File: src/rtl/branch_predictor_if.sv
// Lookup/update/status bundle between the core pipeline and the branch predictor.
// Lookup results are combinational on lk_pc; update fields are sampled on the clock edge.
// No back-pressure: every update presented with upd_valid is taken.
interface branch_predictor_if #(
  parameter int XLEN = 64
);
  logic [XLEN-1:0] lk_pc;
  logic            pred_hit;
  logic            pred_taken;
  logic [XLEN-1:0] pred_target;
  logic            upd_valid;
  logic [XLEN-1:0] upd_pc;
  logic            upd_taken;
  logic [XLEN-1:0] upd_target;
  logic            upd_mispredict;
  logic            tbl_clear;
  logic [31:0]     mispred_cnt;
  logic [31:0]     upd_cnt;

  // Core side: drives lookup PC and resolved-branch training.
  modport master (
    output lk_pc, upd_valid, upd_pc, upd_taken, upd_target, upd_mispredict, tbl_clear,
    input  pred_hit, pred_taken, pred_target, mispred_cnt, upd_cnt
  );

  // Predictor side.
  modport slave (
    input  lk_pc, upd_valid, upd_pc, upd_taken, upd_target, upd_mispredict, tbl_clear,
    output pred_hit, pred_taken, pred_target, mispred_cnt, upd_cnt
  );
endinterface

File: src/rtl/branch_predictor.sv
// Direct-mapped BTB with per-entry saturating direction counters for next-PC prediction.
// Lookup is 0 cycles (combinational on registered state); updates visible the next cycle.
// No back-pressure: updates are always accepted, tbl_clear wins over a same-cycle update.
module branch_predictor #(
  parameter int XLEN    = 64,
  parameter int ENTRIES = 16,
  parameter int TAG_W   = 8,
  parameter int CTR_W   = 2
) (
  input  logic           clk,
  input  logic           reset,
  branch_predictor_if.slave bp
);
  localparam int IDX_W = $clog2(ENTRIES);
  localparam logic [CTR_W-1:0] CTR_MAX = {CTR_W{1'b1}};
  localparam logic [CTR_W-1:0] CTR_WT  = CTR_W'(1) << (CTR_W - 1);
  localparam logic [CTR_W-1:0] CTR_WNT = CTR_WT - CTR_W'(1);

  logic              valid_q  [ENTRIES];
  logic              valid_d  [ENTRIES];
  logic [TAG_W-1:0]  tag_q    [ENTRIES];
  logic [TAG_W-1:0]  tag_d    [ENTRIES];
  logic [XLEN-1:0]   target_q [ENTRIES];
  logic [XLEN-1:0]   target_d [ENTRIES];
  logic [CTR_W-1:0]  ctr_q    [ENTRIES];
  logic [CTR_W-1:0]  ctr_d    [ENTRIES];
  logic [31:0]       upd_cnt_q, upd_cnt_d;
  logic [31:0]       mispred_cnt_q, mispred_cnt_d;

  logic [IDX_W-1:0]  lk_idx, upd_idx;
  logic [TAG_W-1:0]  lk_tag, upd_tag;
  logic              upd_hit;
  logic              unused_pc_bits;

  assign lk_idx  = bp.lk_pc[IDX_W+1:2];
  assign lk_tag  = bp.lk_pc[IDX_W+TAG_W+1:IDX_W+2];
  assign upd_idx = bp.upd_pc[IDX_W+1:2];
  assign upd_tag = bp.upd_pc[IDX_W+TAG_W+1:IDX_W+2];
  assign upd_hit = valid_q[upd_idx] && (tag_q[upd_idx] == upd_tag);

  // PC bits outside index/tag do not participate in prediction.
  assign unused_pc_bits = ^{bp.lk_pc[XLEN-1:IDX_W+TAG_W+2], bp.lk_pc[1:0],
                            bp.upd_pc[XLEN-1:IDX_W+TAG_W+2], bp.upd_pc[1:0]};

  // Lookup reads registered state only, so a same-cycle update is not bypassed.
  assign bp.pred_hit    = valid_q[lk_idx] && (tag_q[lk_idx] == lk_tag);
  assign bp.pred_taken  = bp.pred_hit && ctr_q[lk_idx][CTR_W-1];
  assign bp.pred_target = bp.pred_hit ? target_q[lk_idx] : '0;
  assign bp.upd_cnt     = upd_cnt_q;
  assign bp.mispred_cnt = mispred_cnt_q;

  // Table training: clear beats update; hits train the counter, taken misses allocate.
  always_comb begin
    valid_d  = valid_q;
    tag_d    = tag_q;
    target_d = target_q;
    ctr_d    = ctr_q;
    if (bp.tbl_clear) begin
      for (int i = 0; i < ENTRIES; i++) begin
        valid_d[i] = 1'b0;
        ctr_d[i]   = CTR_WNT;
      end
    end else if (bp.upd_valid) begin
      if (upd_hit) begin
        if (bp.upd_taken) begin
          if (ctr_q[upd_idx] != CTR_MAX) ctr_d[upd_idx] = ctr_q[upd_idx] + CTR_W'(1);
          target_d[upd_idx] = bp.upd_target;
        end else if (ctr_q[upd_idx] != '0) begin
          ctr_d[upd_idx] = ctr_q[upd_idx] - CTR_W'(1);
        end
      end else if (bp.upd_taken) begin
        valid_d[upd_idx]  = 1'b1;
        tag_d[upd_idx]    = upd_tag;
        target_d[upd_idx] = bp.upd_target;
        ctr_d[upd_idx]    = CTR_WT;
      end
    end
  end

  // Statistics counters count every update, independent of clear, and saturate.
  always_comb begin
    upd_cnt_d     = upd_cnt_q;
    mispred_cnt_d = mispred_cnt_q;
    if (bp.upd_valid && (upd_cnt_q != 32'hFFFF_FFFF)) upd_cnt_d = upd_cnt_q + 32'd1;
    if (bp.upd_valid && bp.upd_mispredict && (mispred_cnt_q != 32'hFFFF_FFFF))
      mispred_cnt_d = mispred_cnt_q + 32'd1;
  end

  // State registers with asynchronous active-low reset.
  always_ff @(posedge clk or negedge reset) begin
    if (!reset) begin
      for (int i = 0; i < ENTRIES; i++) begin
        valid_q[i]  <= 1'b0;
        tag_q[i]    <= '0;
        target_q[i] <= '0;
        ctr_q[i]    <= CTR_WNT;
      end
      upd_cnt_q     <= '0;
      mispred_cnt_q <= '0;
    end else begin
      valid_q       <= valid_d;
      tag_q         <= tag_d;
      target_q      <= target_d;
      ctr_q         <= ctr_d;
      upd_cnt_q     <= upd_cnt_d;
      mispred_cnt_q <= mispred_cnt_d;
    end
  end
endmodule

File: src/flat_wrapper.sv
// flat-port wrapper written by rule: the top's interface ports become plain ports
module branch_predictor_flat 
#(
  parameter int XLEN    = 64,
  parameter int ENTRIES = 16,
  parameter int TAG_W   = 8,
  parameter int CTR_W   = 2
)
  (clk, reset, bp_lk_pc, bp_upd_valid, bp_upd_pc, bp_upd_taken, bp_upd_target, bp_upd_mispredict, bp_tbl_clear, bp_pred_hit, bp_pred_taken, bp_pred_target, bp_mispred_cnt, bp_upd_cnt);
  branch_predictor_if #(.XLEN(XLEN)) bp_i ();
  input  logic clk;
  input  logic reset;
  input wire logic [$bits(bp_i.lk_pc)-1:0] bp_lk_pc;
  input wire logic [$bits(bp_i.upd_valid)-1:0] bp_upd_valid;
  input wire logic [$bits(bp_i.upd_pc)-1:0] bp_upd_pc;
  input wire logic [$bits(bp_i.upd_taken)-1:0] bp_upd_taken;
  input wire logic [$bits(bp_i.upd_target)-1:0] bp_upd_target;
  input wire logic [$bits(bp_i.upd_mispredict)-1:0] bp_upd_mispredict;
  input wire logic [$bits(bp_i.tbl_clear)-1:0] bp_tbl_clear;
  output wire logic [$bits(bp_i.pred_hit)-1:0] bp_pred_hit;
  output wire logic [$bits(bp_i.pred_taken)-1:0] bp_pred_taken;
  output wire logic [$bits(bp_i.pred_target)-1:0] bp_pred_target;
  output wire logic [$bits(bp_i.mispred_cnt)-1:0] bp_mispred_cnt;
  output wire logic [$bits(bp_i.upd_cnt)-1:0] bp_upd_cnt;
  assign bp_i.lk_pc = bp_lk_pc;
  assign bp_i.upd_valid = bp_upd_valid;
  assign bp_i.upd_pc = bp_upd_pc;
  assign bp_i.upd_taken = bp_upd_taken;
  assign bp_i.upd_target = bp_upd_target;
  assign bp_i.upd_mispredict = bp_upd_mispredict;
  assign bp_i.tbl_clear = bp_tbl_clear;
  assign bp_pred_hit = bp_i.pred_hit;
  assign bp_pred_taken = bp_i.pred_taken;
  assign bp_pred_target = bp_i.pred_target;
  assign bp_mispred_cnt = bp_i.mispred_cnt;
  assign bp_upd_cnt = bp_i.upd_cnt;
  branch_predictor #(.XLEN(XLEN), .ENTRIES(ENTRIES), .TAG_W(TAG_W), .CTR_W(CTR_W)) u_core (.clk(clk), .reset(reset), .bp(bp_i));
endmodule
File: config.mk
export PLATFORM = sky130hd
export DESIGN_NAME = branch_predictor_flat
export DESIGN_NICKNAME = d
export VERILOG_FILES = /design/src/rtl/branch_predictor_if.sv /design/src/rtl/branch_predictor.sv /design/src/flat_wrapper.sv
export SDC_FILE = /design/constraint.sdc
export NUM_CORES = 2
export LEC_CHECK = 0
export BUFFER_PORTS_ARGS = -buffer_cell sky130_fd_sc_hd__buf_2
export CAP_MARGIN = 15
export CORE_ASPECT_RATIO = 0.5
export CORE_MARGIN = 2
export CORE_UTILIZATION = 30
export CTS_BUF_LIST = sky130_fd_sc_hd__clkbuf_4 sky130_fd_sc_hd__clkbuf_8 sky130_fd_sc_hd__clkbuf_16
export DETAILED_ROUTE_END_ITERATION = 6
export HOLD_SLACK_MARGIN = 0.05
export PLACE_DENSITY = 0.56
export SLEW_MARGIN = 40
export SYNTH_ARGS = -nofsm -noshare
export SYNTH_HDL_FRONTEND = slang
export SYNTH_SLANG_ARGS = --single-unit
export TNS_END_PERCENT = 5
File: constraint.sdc
create_clock -name clk -period 4.4 [get_ports clk]
set_input_delay 0.44 -clock clk [delete_from_list [all_inputs] [get_ports clk]]
set_output_delay 0.44 -clock clk [all_outputs]
set_load 0.02 [all_outputs]
==> flow_summary.json <==
{
  "hpwl_um": 89760,
  "grt_pass1_vias": 36210,
  "wl_per_cell_um": 23.76,
  "p_seq_frac": 0.475,
  "ys.flop_type": "dfrtp_1",
  "gp_congestion": 0.7815,
  "skew_ns": 0.03246,
  "power.switching_mw": 7.299,
  "initial_core_util": 0.3024,
  "first_pass_iters": 5,
  "yosysMostFrequentCell": "dfrtp_1",
  "grt_start_max_net_pins": 113,
  "clock.fmax_mhz": 238.7,
  "required_ns": 3.96,
  "maxCapViolCount": 0,
  "io_pins": 328,
  "power_density_mw_per_mm2": 432.6,
  "netlist_instances": 3677,
  "clk_pin_slew_ns": 0.06,
  "cts_buffers": 132,
  "pwr-share-comb": 0.130,
  "setup_violations": 0,
  "numClockSinks": 1264,
  "irDropWorstVdd_v": 0.0003976,
  "grt_antenna_before_repair": 26,
  "hold_viol_final": 0,
  "ys_seq_area_frac": 0.5407,
  "post_cts_resized": 0,
  "track_usage": 0.1563,
  "htreeDepth": 4,
  "final_area_mm2": 0.06770,
  "grt_pass1_wl_um": 236300,
  "period_minus_slack_ns": 4.189,
  "cp.arrival_ns": 3.75,
  "intPower_mw": 21.99,
  "io_buffers": 223,
  "worstPathMaxFanout": 7,
  "synth_nets": 3879,
  "async_flop_share": 1.000,
  "ys_ff_latch": 1264,
  "dieArea_mm2": 0.1989,
  "outcome": "complete, no violations",
  "synth_warnings": 0,
  "setup-tns-final_ns": 0,
  "clkPwrFrac": 0.395,
  "synth_edf_count": 0,
  "fp.dieW_um": 628.7,
  "p_leak_nw": 30.74,
  "synth_common_cells": "dfrtp_1 (1,248), mux2_2 (1,159), mux4_2 (408), clkbuf_1 (251), nor2b_1 (75)",
  "slew_headroom": 0.4268,
  "drv_slew": 0,
  "multi_input_area_mm2": 0.02561,
  "synth_cell_type_count": 53,
  "yosysTopAreaCell": "dfrtp_1",
  "dpl_cell_area_mm2": 0.06317,
  "clkLatencyLatePin_ns": 0.77,
  "whs_ns": 0.1161,
  "drtIter0Drc": 2025,
  "worstSetupPathType": "reg2out",
  "p_sw_frac": 0.2492,
  "rows": 114,
  "fin_crit_sh": 0.9520,
  "yosysTopAreaCellShare": 0.5335,
  "synthesis.area_mm2": 0.05854,
  "vias_per_cell": 5.076,
  "start_kind": "flip-flop",
  "ant_nets": 0,
  "core_area_mm2": 0.1936,
  "cts_setup_buffers": 0,
  "regArea_mm2": 0.03165,
  "end_kind": "output port",
  "finalNetCount": 4026,
  "dr_total_vias": 33200,
  "syn_avg_cell_area_um2": 15.92,
  "drt-total-wl_um": 155400,
  "die_h_um": 316.4,
  "hold_class": "in2reg",
  "cts_tree": "yes",
  "fill_cells": 18350,
  "worstMarginPinSlew_ns": 0.8580,
  "root_buffer": "clkbuf_16",
  "ys_top_cells_by_area": "dfrtp_1 (53%), mux2_2 (22%), mux4_2 (16%), clkbuf_1 (1.6%), nor2b_1 (0.80%)",
  "drc": 0,
  "grt_overflow_total": 0,
  "rsz0062_at_grt": "false",
  "drive_gt1_frac": 0.5575,
  "clk_path_buf_depth": 3,
  "syn_to_final_growth_pct": 15.65
}
-- through the flow --
step | util | cells | power, mW | worst slack (ns)
final | 0.3498 | 6539 | 29.29 | 0.2111
after detailed placement | 0.3264 | 6299 | 17.99 | 0.3860
after global routing | 0.3498 | 6538 | 30.62 | 0.08699
after CTS | 0.3497 | 6533 | 29.68 | 0.09076
after floorplan | - | 3677 | 16.62 | 0.7321
after global placement | 0.3260 | 6297 | 17.69 | 0.3665
-- cell families after synthesis --
| kind of cell | synth area share |
|---|---|
| and+or+nand+nor | 0.02603 |
| DFF | 0.5407 |
| muxes | 0.3861 |
| adders and majority gates | 0.0008550 |
| xor gates and xnor gates | 0.01242 |
| buffers and inverters | 0.02507 |
| AOI/OAI and AO/OA | 0.008913 |
-- path summary, 6_finish.rpt --
path | start | to | slack [ns] | depth (start not counted)
worst max-delay path | u_core.tag_q[84]$_DFFE_PN0P_ | bp_pred_taken | 0.21 | 8
worst min-delay path | bp_upd_target[32] | u_core.target_q[608]$_DFFE_PN0P_ | 0.12 | 2
worst max register to register | u_core.tag_q[33]$_DFFE_PN0P_ | u_core.ctr_q[31]$_DFFE_PN0P_ | 1.10 | 8
worst min register to register | u_core.bp.upd_cnt[24]$_DFFE_PN0P_ | u_core.bp.upd_cnt[24]$_DFFE_PN0P_ | 0.48 | 1
max in group asynchronous | reset | u_core.target_q[692]$_DFFE_PN0P_ | 2.68 | 4
min in group asynchronous | reset | u_core.target_q[934]$_DFFE_PN0P_ | 0.21 | 2
-- metal layers --
metal | part of all wire | track usage | vias to the layer above | wire length, um
met5 | 0.00014 | 0 | - | 22
met1 | 0.43 | 0.2033 | 18280 | 67460
met4 | 0.023 | 0.04474 | 4 | 3580
met2 | 0.51 | 0.2713 | 655 | 78840
li1 | - | - | 14000 | -
met3 | 0.035 | 0.02449 | 256 | 5474
-- repair_timing --
action | CTS | global route
hold buffers | 1 | 0
setup endpoints to repair | 0 | 0
hold endpoints to repair | 167 | 0
-- critical path, stage by stage (launching register included) --
cell and delay (ns):
dfrtp_1 0.40, mux4_2 0.49, mux4_2 0.52, xor2_1 0.17, nor4_1 0.31, buf_4 0.18
nand3_4 0.19, nor2b_1 0.39, buf_2 0.31
-- final cells by class --
class	count	share of cell area
clock buffer	187	0.05816
antenna	6	0.0002218
inverter	40	0.002218
tap	2610	0.04823
timing repair buffer	340	0.03703
sequential	1264	0.4675
clock inverter	46	0.008390
multi-input combinational	2046	0.3783
-- state kept, by name (all words and copies together), names as in the netlist --
name and flops:
u_core.target_q 1024, u_core.tag_q 128, u_core.bp.mispred_cnt 32, u_core.bp.upd_cnt 32
u_core.ctr_q 32, u_core.valid_q 16
-- power groups by stage --
stage                     clock network (mW)  registers [mW]  logic, mW
after floorplan                            0            13.9       2.74
after global placement                     0            14.0       3.73
after detailed placement                   0            14.1       3.88
after CTS                               11.9            13.9       3.89
after global routing                    12.4            14.1       4.13
final                                   11.6            13.9       3.81
-- layout by cell type (no fill, tap or decap), types with 36 or more instances in the layout --
cell type	netlist	routed
dfrtp_1	1248	1248
mux4_2	408	408
buf_2	32	218
nor2b_1	75	75
nand2_1	54	54
buf_4	0	79
xnor2_1	44	44
inv_1	40	40
clkbuf_16	0	135
xor2_1	39	39
mux2_2	1159	1159
mux2i_1	36	36
No activity file was read; power rests on OpenSTA's default activity.
